### src/rtl/alien_fleet_ctrl.sv
// Fleet controller: marches the alien fleet side to side, steps it down at edges,
// and respawns the wave after a clear delay. Define FLEET_SPEEDUP_EN to speed the fleet up as aliens die.
module alien_fleet_ctrl #(
    parameter int N_ALIENS     = 8,
    parameter int BASE_SPEED   = 30,
    parameter int MIN_SPEED    = 4,
    parameter int SPEEDUP      = 3,
    parameter int CLEAR_FRAMES = 60,
    parameter int BASE_SHOOT   = 600,
    parameter int SHOOT_STEP   = 50,
    parameter int MIN_SHOOT    = 100
) (
    input  logic                clk,
    input  logic                rst,
    input  logic                mode,
    input  logic [9:0]          xCoord,
    input  logic [9:0]          yCoord,
    input  logic [N_ALIENS-1:0] alive,
    input  logic [N_ALIENS-1:0] is_edge,
    output logic                move_left,
    output logic                move_right,
    output logic                move_down,
    output logic [8:0]          alien_speed,
    output logic [11:0]         shoot_timer,
    output logic                alien_rst,
    output logic [3:0]          level
);

    typedef enum logic [2:0] {IDLE, RIGHT, DOWN_R, LEFT, DOWN_L, CLEAR} state_e;

    localparam int CLR_W = $clog2(CLEAR_FRAMES + 1);

    state_e           state_q, state_d;
    logic [8:0]       stepCnt_q, stepCnt_d;
    logic [CLR_W-1:0] clearCnt_q, clearCnt_d;
    logic             holdoff_q, holdoff_d;
    logic             alienRst_q, alienRst_d;
    logic [3:0]       level_q, level_d;
    logic             moveLeft_q, moveRight_q, moveDown_q;
    logic [11:0]      shootTimer_q;

    logic frameTick, stepEvent, anyEdge, waveClear;

    function automatic logic [11:0] shootFor(input logic [3:0] lvl);
        int v;
        v = BASE_SHOOT - SHOOT_STEP * int'(lvl);
        return (v < MIN_SHOOT) ? 12'(MIN_SHOOT) : 12'(v);
    endfunction

    // The step counter mirrors the one inside each alien, so the down-step lasts exactly one alien step.
    assign frameTick = (xCoord == 10'd0) && (yCoord == 10'd0);
    assign stepEvent = frameTick && !alienRst_q && (stepCnt_q >= alien_speed);
    assign anyEdge   = |(is_edge & alive);
    assign waveClear = frameTick && (alive == '0) && !holdoff_q;

    always_comb begin
        state_d    = state_q;
        level_d    = level_q;
        clearCnt_d = clearCnt_q;
        holdoff_d  = holdoff_q;
        alienRst_d = 1'b0;
        stepCnt_d  = stepCnt_q;

        if (frameTick) begin
            stepCnt_d = stepEvent ? 9'd0 : stepCnt_q + 9'd1;
            holdoff_d = 1'b0;
        end
        if (alienRst_q) begin
            stepCnt_d = 9'd0;
        end

        case (state_q)
            IDLE: state_d = RIGHT;
            RIGHT, DOWN_R, LEFT, DOWN_L: begin
                if (waveClear) begin
                    state_d    = CLEAR;
                    clearCnt_d = '0;
                end else if (state_q == RIGHT && anyEdge) begin
                    state_d = DOWN_R;
                end else if (state_q == LEFT && anyEdge) begin
                    state_d = DOWN_L;
                end else if (state_q == DOWN_R && stepEvent) begin
                    state_d = LEFT;
                end else if (state_q == DOWN_L && stepEvent) begin
                    state_d = RIGHT;
                end
            end
            CLEAR: begin
                if (frameTick) begin
                    if (clearCnt_q == CLR_W'(CLEAR_FRAMES - 1)) begin
                        state_d    = RIGHT;
                        clearCnt_d = '0;
                        alienRst_d = 1'b1;
                        holdoff_d  = 1'b1;
                        level_d    = (level_q == 4'd15) ? level_q : level_q + 4'd1;
                    end else begin
                        clearCnt_d = clearCnt_q + CLR_W'(1);
                    end
                end
            end
            default: state_d = IDLE;
        endcase

        if (!mode) begin
            state_d    = IDLE;
            level_d    = 4'd0;
            stepCnt_d  = 9'd0;
            clearCnt_d = '0;
            holdoff_d  = 1'b0;
            alienRst_d = 1'b0;
        end
    end

    always_ff @(posedge clk) begin
        if (rst) begin
            state_q      <= IDLE;
            level_q      <= 4'd0;
            stepCnt_q    <= 9'd0;
            clearCnt_q   <= '0;
            holdoff_q    <= 1'b0;
            alienRst_q   <= 1'b0;
            moveLeft_q   <= 1'b0;
            moveRight_q  <= 1'b0;
            moveDown_q   <= 1'b0;
            shootTimer_q <= 12'(BASE_SHOOT);
        end else begin
            state_q      <= state_d;
            level_q      <= level_d;
            stepCnt_q    <= stepCnt_d;
            clearCnt_q   <= clearCnt_d;
            holdoff_q    <= holdoff_d;
            alienRst_q   <= alienRst_d;
            moveLeft_q   <= (state_d == LEFT);
            moveRight_q  <= (state_d == RIGHT);
            moveDown_q   <= (state_d == DOWN_R) || (state_d == DOWN_L);
            shootTimer_q <= shootFor(level_q);
        end
    end

`ifdef FLEET_SPEEDUP_EN
    logic [8:0] speed_q;

    function automatic logic [8:0] speedFor(input logic [N_ALIENS-1:0] a);
        int killed;
        int v;
        killed = N_ALIENS - $countones(a);
        v = BASE_SPEED - SPEEDUP * killed;
        return (v < MIN_SPEED) ? 9'(MIN_SPEED) : 9'(v);
    endfunction

    always_ff @(posedge clk) begin
        if (rst) begin
            speed_q <= 9'(BASE_SPEED);
        end else begin
            speed_q <= speedFor(alive);
        end
    end

    assign alien_speed = speed_q;
`else
    assign alien_speed = 9'(BASE_SPEED);
`endif

    assign move_left   = moveLeft_q;
    assign move_right  = moveRight_q;
    assign move_down   = moveDown_q;
    assign alien_rst   = alienRst_q;
    assign level       = level_q;
    assign shoot_timer = shootTimer_q;

endmodule

### config.mk
export PLATFORM = sky130hd
export DESIGN_NAME = alien_fleet_ctrl
export DESIGN_NICKNAME = d
export VERILOG_FILES = /design/src/rtl/alien_fleet_ctrl.sv
export SDC_FILE = /design/constraint.sdc
export NUM_CORES = 1
export LEC_CHECK = 0
export ABC_AREA = 1
export ABC_CLOCK_PERIOD_IN_PS = 6000
export CORE_UTILIZATION = 50
export CTS_CLUSTER_SIZE = 8
export DETAILED_ROUTE_END_ITERATION = 10
export GPL_ROUTABILITY_DRIVEN = 0
export GPL_TIMING_DRIVEN = 0
export PLACE_DENSITY = 0.83
export SLEW_MARGIN = 20
export SYNTH_ARGS = -nofsm -noshare
export SYNTH_HDL_FRONTEND = slang
export SYNTH_SLANG_ARGS = --single-unit
### constraint.sdc
create_clock -name clk -period 6 [get_ports clk]
set_input_delay 1.2 -clock clk [delete_from_list [all_inputs] [get_ports clk]]
set_output_delay 1.2 -clock clk [all_outputs]
set_load 0.02 [all_outputs]
After elaboration in Yosys (flattened, before gate mapping)
Index checks and enable logic that the tools add are counted.
Widths: inputs -> output; s select.
{"block": "word_totals", "register_bits": 38, "inputBits": 39, "output_inout_bits": 29, "elab_cells": 81}
{"block": "op_classes", "n_addsub": 4, "multipliers": 1, "order_cmp": 2, "eq_ne": 13, "n_mux": 20, "n_bitwise": 5, "reduce_logical": 25}
{"op": "$mux 3", "n": 8}
{"op": "$logic_not 10->1", "n": 2}
{"op": "$mux 6", "n": 3}
{"op": "$eq 3x2->1 const B", "n": 4}
{"op": "$pmux 6 s2", "n": 1}
{"op": "$lt 11x8->1 const B", "n": 1}
{"op": "$sub 10x10->11 const A", "n": 1}
{"op": "$mux 10", "n": 1}
{"op": "$add 9x1->9 const B", "n": 1}
{"op": "$eq 3x3->1 const B", "n": 3}
{"op": "$ge 9x5->1 const B", "n": 1}
{"op": "$logic_and 1x1->1", "n": 9}
{"op": "$mul 5x4->9 const A", "n": 1}
{"op": "$mux 9", "n": 1}
{"op": "$pmux 3 s3", "n": 1}
{"op": "$and 8x8->8", "n": 1}
{"op": "$logic_not 8->1", "n": 1}
{"op": "$reduce_or 4->1", "n": 2}
{"op": "$reduce_or 8->1", "n": 1}
{"op": "$add 6x1->6 const B", "n": 1}
{"op": "$eq 3x1->1 const B", "n": 2}
{"op": "$eq 6x6->1 const B", "n": 1}
{"op": "$mux 1", "n": 5}
{"op": "$add 4x1->4 const B", "n": 1}
{"op": "other kinds (11)", "n": 17}

Depth between registers and ports, before layout
{"block": "depth", "word_depth": 14, "ltp_mapped": 17}

Worst setup path after synthesis
No wires, ideal clock.
{"block": "synth_timing", "path_kind": "register to register", "from": "register level_q[0] (netlist: level[0])", "to": "register shootTimer_q[2] (netlist: shoot_timer[2])", "setup_time_ns": 0.109, "arrival_time_ns": 2.410, "required_time_ns": 5.891, "slack_ns": 3.481, "stages_incl_launch_ff": 14, "n_path_buf": 0, "synth_period_minus_slack_ns": 2.519, "cell_sequence": "dfxtp_1 > inv_2 > ha_1 > ha_1 > inv_1 > fa_1 > o21bai_2 > xor2_2 > o21bai_2 > nand2_2 > nand2_4 > nand3_1 > nand2_1 > inv_1"}
{"block": "synth_between", "elab_chain_cells": 4}
{"element": "start: declaration", "line": "38", "rtl": "logic [3:0] level_q, level_d;"}
{"element": "start signal: assignment", "line": "128", "rtl": "level_q <= level_d;"}
{"element": "$mul 5x4->9 (*)", "line": "46", "rtl": "v = BASE_SHOOT - SHOOT_STEP * int'(lvl);"}
{"element": "$sub 10x10->11 (*)", "line": "46"}
{"element": "$lt 11x8->1", "line": "47", "rtl": "return (v < MIN_SHOOT) ? 12'(MIN_SHOOT) : 12'(v);"}
{"element": "$mux 10 (*)", "line": "47"}
{"element": "end signal: assignment", "line": "125", "rtl": "shootTimer_q <= 12'(BASE_SHOOT);"}
{"element": "end signal: assignment", "line": "136", "rtl": "shootTimer_q <= shootFor(level_q);"}
{"element": "end: declaration", "line": "40", "rtl": "logic [11:0] shootTimer_q;"}
Mark *: on every way between the ends. The rest lies on a longest branch, timed or not.
A chain may end at the register's enable or synchronous reset.

Worst setup path after layout
{"block": "layout_timing", "from": "register level_q[0] (netlist: level[0])", "to": "register shootTimer_q[5] (netlist: shoot_timer[5])"}
Same word-level chain as after synthesis.

==> reports/qor.yml <==
status:
  status: "finished, violations left"
  violations: "design-rule violations"
clocking:
  clock_latency_ps: 290
  cts_tree: "built"
  cts_root_buffer: "clkbuf_8"
  cts_setup_buffers: 0
  cts_buffer_depth: 2
  cts_hold_buf: 0
  clkTransAtPathRegs_ps: 70
  htree_levels: 2
  cts_resized: 0
  numCtsBuffers: 5
  clock-sinks: 37
layout:
  design_area_um2: 3160
  utilization_pct: 70.6
  nets: 484
  fillCellCount: 377
  drive_gt1_share_pct: 10.9
  area_delta_synth_final_pct: 31.4
  num_antenna_cells: 0
global_route:
  grt-ovfl-total: 0
  grt_usage_pct: 19.8
  antenna_found_initial: 0
  grt_pass1_vias: 2074
  grt_pass1_wl_mm: 8.14
  grt_max_degree: 13
sta:
  rsz0062_at_grt: "false"
  finalSetupViolations: 0
  fmax_mhz: 377
  hold_violations: 0
  tns_ps: 0
  min_period_over_period_pct: 44.2
  finClkSkew_ps: 9.76
  period_minus_slack_ps: 2650
  slew_viol_final: 0
power:
  ir_drop_v: 0.0000926
  power_w: 0.000477
  p_leak_nw: 1.48
  powerDensity_nw_per_um2: 151
worst_setup_path:
  cp_num_cells: 13
  critPathTopFamily: "adder cells"
  worstPathMaxFanout: 7
  cp_slowest_cell: "dfxtp_1"
  cp-end-kind: "flop"
  r2r_slack_ps: 3350
  crit_required_ps: 6190
  reg2reg_from: "level[0]"
  endpoint: "shoot_timer[5]"
  start_kind: "flop"
  critical_path.max_stage_delay_ps: 460
  r2r_end: "shoot_timer[5]"
  path_cells: "inv_2 -> ha_1 -> ha_1 -> inv_1 -> fa_1 -> o21bai_2 -> xor2_2 -> o21bai_2 -> nand2_2 -> nand2_4 -> nand3_1 -> nand2_1 -> inv_1"
  cp_num_buf_inv: 3
  critPathLaunch: "level[0]"
  crit_arrival_ps: 2840
  worstSetupPathType: "reg -> reg"
  r2r_cells: 13
hold_path:
  hold_depth: 2
  hold_class: "reg -> reg"
yosys:
  seq_area_frac_synth_pct: 30.8
  synth_cells: 356
  syn_avg_cell_area_um2: 6.76
  synth_cell_type_count: 38
  synth-warning-count: 0
  synth_seq_cells: 37
  syn_area_um2: 2400
floorplan:
  rows: 24
  die_h_um: 71.4
  core-area_um2: 4470
  dieArea_um2: 5090
  initial_core_util_pct: 53.7
  dieWidth_um: 71.4
  pin_count: 68
route:
  vias_per_cell: 4.80
  dr.pass1.iters: 9
  vias: 2312
  drc: 10
  antenna_left: 0
  drtIter0Drc: 140
  wl_per_cell_um: 10.2
  wirelength_mm: 4.91
placed_design:
  hpwlAfterDp_mm: 3.87
  postPlaceCellArea_um2: 3070
  port_buffers: 57
run:
  maxCapViolCount: 0
final cells by class:
| type | count | area [um2] | share of cell area [%] |
|---|---|---|---|
| buffer | 15 | 110 | 3.48 |
| multi-input combinational | 267 | 1420 | 44.8 |
| clock buffer | 5 | 68.8 | 2.18 |
| inverter | 46 | 173 | 5.46 |
| sequential | 37 | 741 | 23.4 |
| timing repair buffer | 57 | 571 | 18.1 |
| clock inverter | 3 | 17.5 | 0.554 |
| tap | 52 | 65.1 | 2.06 |
tightest hold or removal path: cells and delay by family (launching register included):
kind | cells | cell delay [ps]
AOI/OAI and AO/OA | 1 | 50
and+or+nand+nor | 1 | 60
DFF | 1 | 330
cells by family (layout without fill, tap and decap cells):
kind of cell | after synthesis | count (layout) | synth area share (%)
fa+ha+maj | 16 | 16 | 8.64
simple gates | 193 | 193 | 35.5
xor+xnor | 9 | 9 | 3.90
compound gates | 38 | 38 | 9.11
other cells | 2 | 11 | 0.312
flops | 37 | 37 | 30.8
buf+inv | 61 | 126 | 11.8
synthesized netlist by cell type:
library cell,number,share of area (%)
a21oi_1,23,4.8
a22oi_1,1,0.31
and2_0,1,0.26
and2_1,1,0.26
buf_2,1,0.21
buf_4,12,3.7
buf_6,1,0.47
clkbuf_1,1,0.16
clkinv_1,2,0.31
conb_1,2,0.31
dfxtp_1,37,31
fa_1,1,0.83
ha_1,15,7.8
inv_1,41,6.4
inv_2,3,0.47
nand2_1,104,16
nand2_2,5,1.3
nand2_4,2,0.94
nand3_1,15,3.1
nand3_2,1,0.42
nand3b_1,2,0.62
nand4_1,5,1.3
nand4_2,1,0.52
nor2_1,43,6.7
nor2_2,3,0.78
nor2_4,2,0.94
nor3_1,4,0.83
nor3_2,1,0.42
nor3b_1,1,0.31
o211ai_1,1,0.31
o21ai_0,1,0.21
o21ai_1,7,1.5
o21ai_2,3,1.1
o21bai_2,2,0.94
or2_1,2,0.52
xnor2_1,2,0.73
xor2_1,5,1.8
xor2_2,2,1.4
layout by cell type, fill, tap and decap left out, drive strengths merged, types with 14 or more instances in the layout:
cell | Yosys | routed
a21oi | 23 | 23
buf | 14 | 14
clkdlybuf4s50 | 0 | 57
dfxtp | 37 | 37
ha | 15 | 15
inv | 44 | 44
nand2 | 111 | 111
nand3 | 16 | 16
nor2 | 48 | 48
metal layers:
| layer | vias up | wire, um | part of all wire [%] | global-route usage (%) |
|---|---|---|---|---|
| li1 | 1235 | - | - | - |
| met5 | - | 0 | 0 | 0 |
| met2 | 65 | 2350 | 48 | 36.8 |
| met4 | 0 | 66 | 1.3 | 7.33 |
| met3 | 5 | 390 | 8.0 | 4.36 |
| met1 | 1007 | 2100 | 43 | 22.0 |
how the worst min path moves through the flow:
stage                          to     startpoint
floorplan                    flop           flop
global placement    clearCnt_q[0]  clearCnt_q[0]
detailed placement  clearCnt_q[3]  clearCnt_q[3]
CTS                 clearCnt_q[3]  clearCnt_q[3]
global route        clearCnt_q[3]  clearCnt_q[3]
finish              clearCnt_q[3]  clearCnt_q[3]
power by group:
part / leakage [nW] / internal, W / total (W) / switching, W
clock: 0.0439 / 0.0000801 / 0.000169 / 0.0000888
sequential: 0.299 / 0.000247 / 0.000248 / 0.000000786
combinational: 1.13 / 0.0000348 / 0.0000605 / 0.0000257
total: 1.48 / 0.000362 / 0.000477 / 0.000115
flip-flops by register name, summed over array words and instances (netlist names), named ones only:
| name | count |
|---|---|
| shoot_timer | 10 |
| stepCnt_q | 9 |
| clearCnt_q | 6 |
| level | 4 |
| state_q | 3 |
| alien_rst | 1 |
| move_down | 1 |
| move_left | 1 |
| move_right | 1 |
through the flow:
stage / hold WS (ps) / cells / worst slack [ps]
finish: 480 / 482 / 3350
global route: 508 / 482 / 3120
CTS: 479 / 482 / 3340
detailed placement: 467 / 474 / 3150
global placement: 462 / 474 / 3160
floorplan: 444 / 365 / 3480
No activity file was read; power rests on OpenSTA's default activity.
